File: src/rtl/sprite_seq_pkg.sv
// Shared types for the sprite frame sequencer: FSM state encoding, the
// registered strobe bundle and small elaboration-time helpers.
package sprite_seq_pkg;

  typedef enum logic [2:0] {
    S_IDLE   = 3'd0,
    S_BG     = 3'd1,
    S_LOAD   = 3'd2,
    S_DRAW   = 3'd3,
    S_WAIT   = 3'd4,
    S_ERASE  = 3'd5,
    S_UPDATE = 3'd6
  } state_t;

  typedef struct packed {
    logic drawing_bg;
    logic ld_sprite;
    logic draw_sprite;
    logic erase;
    logic update;
    logic write_en;
    logic frame_busy;
  } strobes_t;

  // Smallest sprite_sel width able to index n sprites.
  function automatic int sel_width(input int n);
    return (n <= 2) ? 1 : $clog2(n);
  endfunction

  function automatic strobes_t decode_state(input state_t s);
    strobes_t o;
    o = '0;
    case (s)
      S_BG:     begin o.drawing_bg  = 1'b1; o.write_en = 1'b1; end
      S_LOAD:         o.ld_sprite   = 1'b1;
      S_DRAW:   begin o.draw_sprite = 1'b1; o.write_en = 1'b1; end
      S_ERASE:  begin o.erase       = 1'b1; o.write_en = 1'b1; end
      S_UPDATE:       o.update      = 1'b1;
      default:  ;
    endcase
    o.frame_busy = (s != S_IDLE) && (s != S_WAIT);
    return o;
  endfunction

endpackage

File: src/rtl/frame_wait_counter.sv
// Counts frame ticks against a limit latched on load; terminal flags the
// tick that should end the wait (a limit of 0 or 1 ends on the first tick).
module frame_wait_counter #(
  parameter int WAIT_W = 4
) (
  input  logic              clk,
  input  logic              reset_n,
  input  logic              load,
  input  logic [WAIT_W-1:0] wait_frames,
  input  logic              tick,
  input  logic              hold,
  output logic              terminal
);

  logic [WAIT_W-1:0] count;
  logic [WAIT_W-1:0] limit;

  // NOTE: state registers use non-blocking assignments so every flop samples
  // pre-edge values regardless of process ordering.
  always_ff @(posedge clk or negedge reset_n) begin
    if (!reset_n) begin
      count <= '0;
      limit <= '0;
    end else if (load) begin
      count <= '0;
      limit <= wait_frames;
    end else if (tick && !hold) begin
      count <= count + 1'b1;
    end
  end

  assign terminal = (limit == '0) || (count == limit - 1'b1);

endmodule

File: src/rtl/sprite_sequencer_fsm.sv
// Frame sequencer: background once, then load/draw/wait/erase/update over
// NUM_SPRITES sprites. Define SPRITE_SEQ_PAUSE_EN to add the pause input.
module sprite_sequencer_fsm
  import sprite_seq_pkg::*;
#(
  parameter int NUM_SPRITES = 2,
  parameter int SEL_W       = 4,
  parameter int WAIT_W      = 4
) (
  input  logic              clk,
  input  logic              reset_n,
  input  logic              start,
  input  logic              frame_tick,
  input  logic [WAIT_W-1:0] wait_frames,
  input  logic              bg_done,
  input  logic              draw_done,
  input  logic              erase_done,
`ifdef SPRITE_SEQ_PAUSE_EN
  input  logic              pause,
`endif
  output logic [SEL_W-1:0]  sprite_sel,
  output logic              drawing_bg,
  output logic              ld_sprite,
  output logic              draw_sprite,
  output logic              erase,
  output logic              update,
  output logic              writeEn,
  output logic              frame_busy
);

  localparam int               SEL_W_MIN = sel_width(NUM_SPRITES);
  localparam logic [SEL_W-1:0] LAST_SEL  = SEL_W'(NUM_SPRITES - 1);

  if (SEL_W < SEL_W_MIN) begin : g_bad_sel_w
    $error("SEL_W too narrow for NUM_SPRITES");
  end

  state_t           state, state_nxt;
  logic [SEL_W-1:0] sel_nxt;
  strobes_t         strb;
  logic             wait_hold, wait_term;

`ifdef SPRITE_SEQ_PAUSE_EN
  assign wait_hold = pause;
`else
  assign wait_hold = 1'b0;
`endif

  frame_wait_counter #(.WAIT_W(WAIT_W)) u_wait (
    .clk         (clk),
    .reset_n     (reset_n),
    .load        ((state != S_WAIT) && (state_nxt == S_WAIT)),
    .wait_frames (wait_frames),
    .tick        ((state == S_WAIT) && frame_tick),
    .hold        (wait_hold),
    .terminal    (wait_term)
  );

  // NOTE: every always_comb output gets a default first so no path can infer a latch.
  always_comb begin
    state_nxt = state;
    sel_nxt   = sprite_sel;
    case (state)
      S_IDLE: if (start) state_nxt = S_BG;
      S_BG: if (bg_done) begin
        state_nxt = S_LOAD;
        sel_nxt   = '0;
      end
      S_LOAD: state_nxt = S_DRAW;
      S_DRAW: if (draw_done) begin
        if (sprite_sel == LAST_SEL) begin
          state_nxt = S_WAIT;
          sel_nxt   = '0;
        end else begin
          state_nxt = S_LOAD;
          sel_nxt   = sprite_sel + 1'b1;
        end
      end
      S_WAIT: if (frame_tick && wait_term && !wait_hold) state_nxt = S_ERASE;
      S_ERASE: if (erase_done) state_nxt = S_UPDATE;
      S_UPDATE: begin
        if (sprite_sel == LAST_SEL) begin
          state_nxt = S_LOAD;
          sel_nxt   = '0;
        end else begin
          state_nxt = S_ERASE;
          sel_nxt   = sprite_sel + 1'b1;
        end
      end
      default: begin
        state_nxt = S_IDLE;
        sel_nxt   = '0;
      end
    endcase
  end

  // Strobes are decoded from the next state so they register glitch-free yet
  // line up with the state they belong to.
  always_ff @(posedge clk or negedge reset_n) begin
    if (!reset_n) begin
      state      <= S_IDLE;
      sprite_sel <= '0;
      strb       <= '0;
    end else begin
      state      <= state_nxt;
      sprite_sel <= sel_nxt;
      strb       <= decode_state(state_nxt);
    end
  end

  assign drawing_bg  = strb.drawing_bg;
  assign ld_sprite   = strb.ld_sprite;
  assign draw_sprite = strb.draw_sprite;
  assign erase       = strb.erase;
  assign update      = strb.update;
  assign writeEn     = strb.write_en;
  assign frame_busy  = strb.frame_busy;

endmodule
File: config.mk
export PLATFORM = sky130hd
export DESIGN_NAME = sprite_sequencer_fsm
export DESIGN_NICKNAME = d
export VERILOG_FILES = /design/src/rtl/sprite_seq_pkg.sv /design/src/rtl/frame_wait_counter.sv /design/src/rtl/sprite_sequencer_fsm.sv
export SDC_FILE = /design/constraint.sdc
export NUM_CORES = 1
export LEC_CHECK = 0
export ABC_CLOCK_PERIOD_IN_PS = 3850
export BUFFER_PORTS_ARGS = -buffer_cell sky130_fd_sc_hd__buf_2
export CORE_ASPECT_RATIO = 0.6
export CORE_UTILIZATION = 40
export DETAILED_ROUTE_END_ITERATION = 10
export PLACE_DENSITY = 0.62
export SKIP_LAST_GASP = 1
export SLEW_MARGIN = 20
export SYNTH_ARGS = -nofsm -noshare
export SYNTH_HDL_FRONTEND = slang
export SYNTH_HIERARCHICAL = 1
export SYNTH_SLANG_ARGS = --single-unit
File: constraint.sdc
create_clock -name clk -period 3.85 [get_ports clk]
set_input_delay 0.77 -clock clk [delete_from_list [all_inputs] [get_ports clk]]
set_output_delay 0.77 -clock clk [all_outputs]
set_load 0.05 [all_outputs]
==> impl_results.md <==
- RSZ-0062 raised after global routing: false
- Syn Area/Cell: 10.6 um2
- Clk root buf: clkbuf_8
- TritonCTS clock tree: yes
- Final WL: 2340 um
- Library cells used by synthesis: 43
- Ratio of cells with drive above 1 in the final layout: 0.277
- Status: completed
- # IOs: 22
- GPL Wtd Cong: 0.753
- Worst-path clk slew: 0.09 ns
- Clock Latency Late Sink: 0.27 ns
- CTS Buf Count: 3
- RR Endpoint: draw_sprite
- Final min period: 1.95 ns
- Post-CTS sizing: 0
- Flops & latches, synth: 22
- Arrival time of the worst setup path: 2.16 ns
- First-pass GRT wire length: 4070 um
- Die height: 44.7 um
- Die area: 3270 um2
- Met1 usage: 0.256
- Cells after synthesis: 115
- Reg2Reg Depth: 8
- Detailed placer's ending HPWL: 1760 um
- Post-route cell area: 1430 um2
- Crit path kind: flop to flop
- Sinks on the clock net: 22
- DRT iter0 DRCs: 26
- Met2 usage: 0.228
- Initial Util: 0.424
- Router iterations before antenna repair: 4
- ANT cells: 0
- Crit share post-route: 0.507
- DR vias: 871
- Pwr per Cell Area: 823 nW/um2
- Post-placement cell area: 1350 um2
- Maximum fanout along the worst path: 7
- Total Neg Setup Slack: 0 ns
- Antenna-violating nets left: 0
- Maximum VDD drop: 0.440 mV
- Max Root-Sink Buffers: 2
- H-tree depth: 1
- Via/cell ratio: 4.87
- Antenna violations before repair: 0
- Syn. warnings: 6
- Port Buffer Count: 21
- GRT met3 Usage: 0.0558
- Dpl ws: 1.76 ns
- Pleak: 0.000661 uW
- Area growth, synth to finish: 17.2%
- Hold Buf Count CTS: 0
- Fin util: 0.496
- # rows: 15
- Worst setup margin: 1.90 ns
- R2R Setup Slk: 1.90 ns
- Core ar.: 2870 um2
- Residual DRC: 0
- Fmax: 0.512 GHz
- R2R Path Start: u_wait/limit[0]
- Setup crit end kind: flop
- Die width: 73.2 um
- Congestion Overflow GR: 0
- GR peak layer: met1
- Critical Path Source Type: flop
- Worst EP required: 4.06 ns
- Total track usage: 0.171
- Worst Hold Class: input pin to asynchronous set/reset pin
- # nets final: 154
- Most frequent cells in the layout: dfrtp_1, buf_2, nand2_1, inv_1, xnor2_1
- Vias in the first global route: 842
- Setup-failing EPs final: 0
- Sequential share of the synthesized area: 0.453
- Hold Fails Final Rpt: 0
- Max-cap violations: 0
- Cell Area, Synth: 1220 um2
- Max-slew violations: 0
- Commonest non-fill, non-tap cell in the layout: dfrtp_1
- Worst Clk Skew: 0.00846 ns
- WL/cell: 13.1 um
- Largest net degree at the start of global routing: 23
- Post-CTS Setup Bufs: 0
==> sequential cells by signal, summed over array words and instances, names as in the netlist, 3 cells and up <==
name and cells:
u_wait/limit 4, sprite_sel 4, state 3, u_wait/count 4
==> metrics by stage <==
| step | hold slack [ns] | total power, uW | instances |
|---|---|---|---|
| 6_report | 0.455 | 1170 | 179 |
| 5_1_grt | 0.493 | 1260 | 179 |
| 4_1_cts | 0.474 | 1180 | 179 |
| 3_5_place_dp | 0.554 | 958 | 175 |
| 3_3_place_gp | 0.544 | 942 | 175 |
| 2_1_floorplan | 0.474 | 852 | 116 |
==> worst max path at each step <==
stage / start / endpoint / slack (ns) / cells past startpoint
6_report: u_wait/limit[0] / draw_sprite / 1.90 / 8
5_1_grt: u_wait/limit[0] / draw_sprite / 1.79 / 8
4_1_cts: u_wait/limit[0] / draw_sprite / 1.89 / 8
3_5_place_dp: frame_tick / u_wait/count[3] / 1.76 / 5
3_3_place_gp: frame_tick / u_wait/count[3] / 1.79 / 5
2_1_floorplan: sprite_sel[0] / u_wait/limit[2] / 1.70 / 5
==> area by class of cell <==
type                       count  area, um2
clock buffer                   3       41.3
timing repair buffer          21        105
multi-input combinational     82        616
fill                         272       1450
clock inverter                 1       30.0
inverter                       8       30.0
tap                           42       52.6
sequential                    22        551
==> metal layers <==
| metal | vias up | part of all wire | routed length [um] |
|---|---|---|---|
| met1 | 413 | 0.52 | 1210 |
| met5 | - | 0 | 0 |
| met4 | 0 | 0.0098 | 23 |
| met3 | 4 | 0.047 | 110 |
| li1 | 437 | - | - |
| met2 | 17 | 0.43 | 996 |
==> cells by family (layout without fill, tap and decap cells) <==
family	Yosys count	in the layout	share of synthesized area
XOR/XNOR	9	9	0.0648
adder cells (fa/ha/maj)	5	5	0.0514
AO/OA/AOI/OAI	23	23	0.140
other	1	2	0.00308
multiplexers	3	3	0.0267
flip-flops	22	22	0.453
buffers and inverters	12	33	0.0442
AND/OR/NAND/NOR	40	40	0.217
==> critical path, stage by stage, from the launching register on <==
cell      delay, ns
dfrtp_1        0.41
inv_1          0.10
ha_1           0.31
xnor2_1        0.14
o41ai_2        0.30
nand4b_1       0.12
o221ai_1       0.10
o21ai_2        0.15
o21ba_1        0.26
==> power breakdown <==
| group | internal (uW) | switching, uW | leakage [uW] | total (uW) |
|---|---|---|---|---|
| Combinational | 217 | 334 | 0.000344 | 551 |
| Sequential | 304 | 98.2 | 0.000281 | 402 |
| Clock | 139 | 79.9 | 0.0000357 | 219 |
| Total | 661 | 512 | 0.000661 | 1170 |
==> Yosys cell counts, drive strengths merged <==
library cell	number	area, um2
a21bo	1	10.0
conb	1	3.75
or3b	1	8.76
o21ba	1	10.0
nor3	2	20.0
and2	1	6.26
o22ai	1	6.26
and3	1	6.26
a21oi	5	25.0
mux2	2	22.5
nor3b	4	56.3
nand4b	1	8.76
o41ai	1	16.3
o21a	1	7.51
o211ai	1	7.51
or3	1	6.26
dfrtp	22	551
a21o	1	7.51
o311ai	1	8.76
o21ai	7	38.8
buf	3	20.0
ha	5	62.6
clkbuf	1	3.75
nand2	8	30.0
xnor2	7	61.3
nor2b	2	12.5
mux2i	1	10.0
or2	1	6.26
xor2	2	17.5
nor2	6	22.5
o221ai	1	8.76
nor4bb	1	10.0
inv	8	30.0
a221oi	1	15.0
nand2b	5	31.3
nand3b	2	15.0
a211o	1	8.76
nand3	3	15.0
and4	1	8.76
No activity file was read; power rests on OpenSTA's default activity.
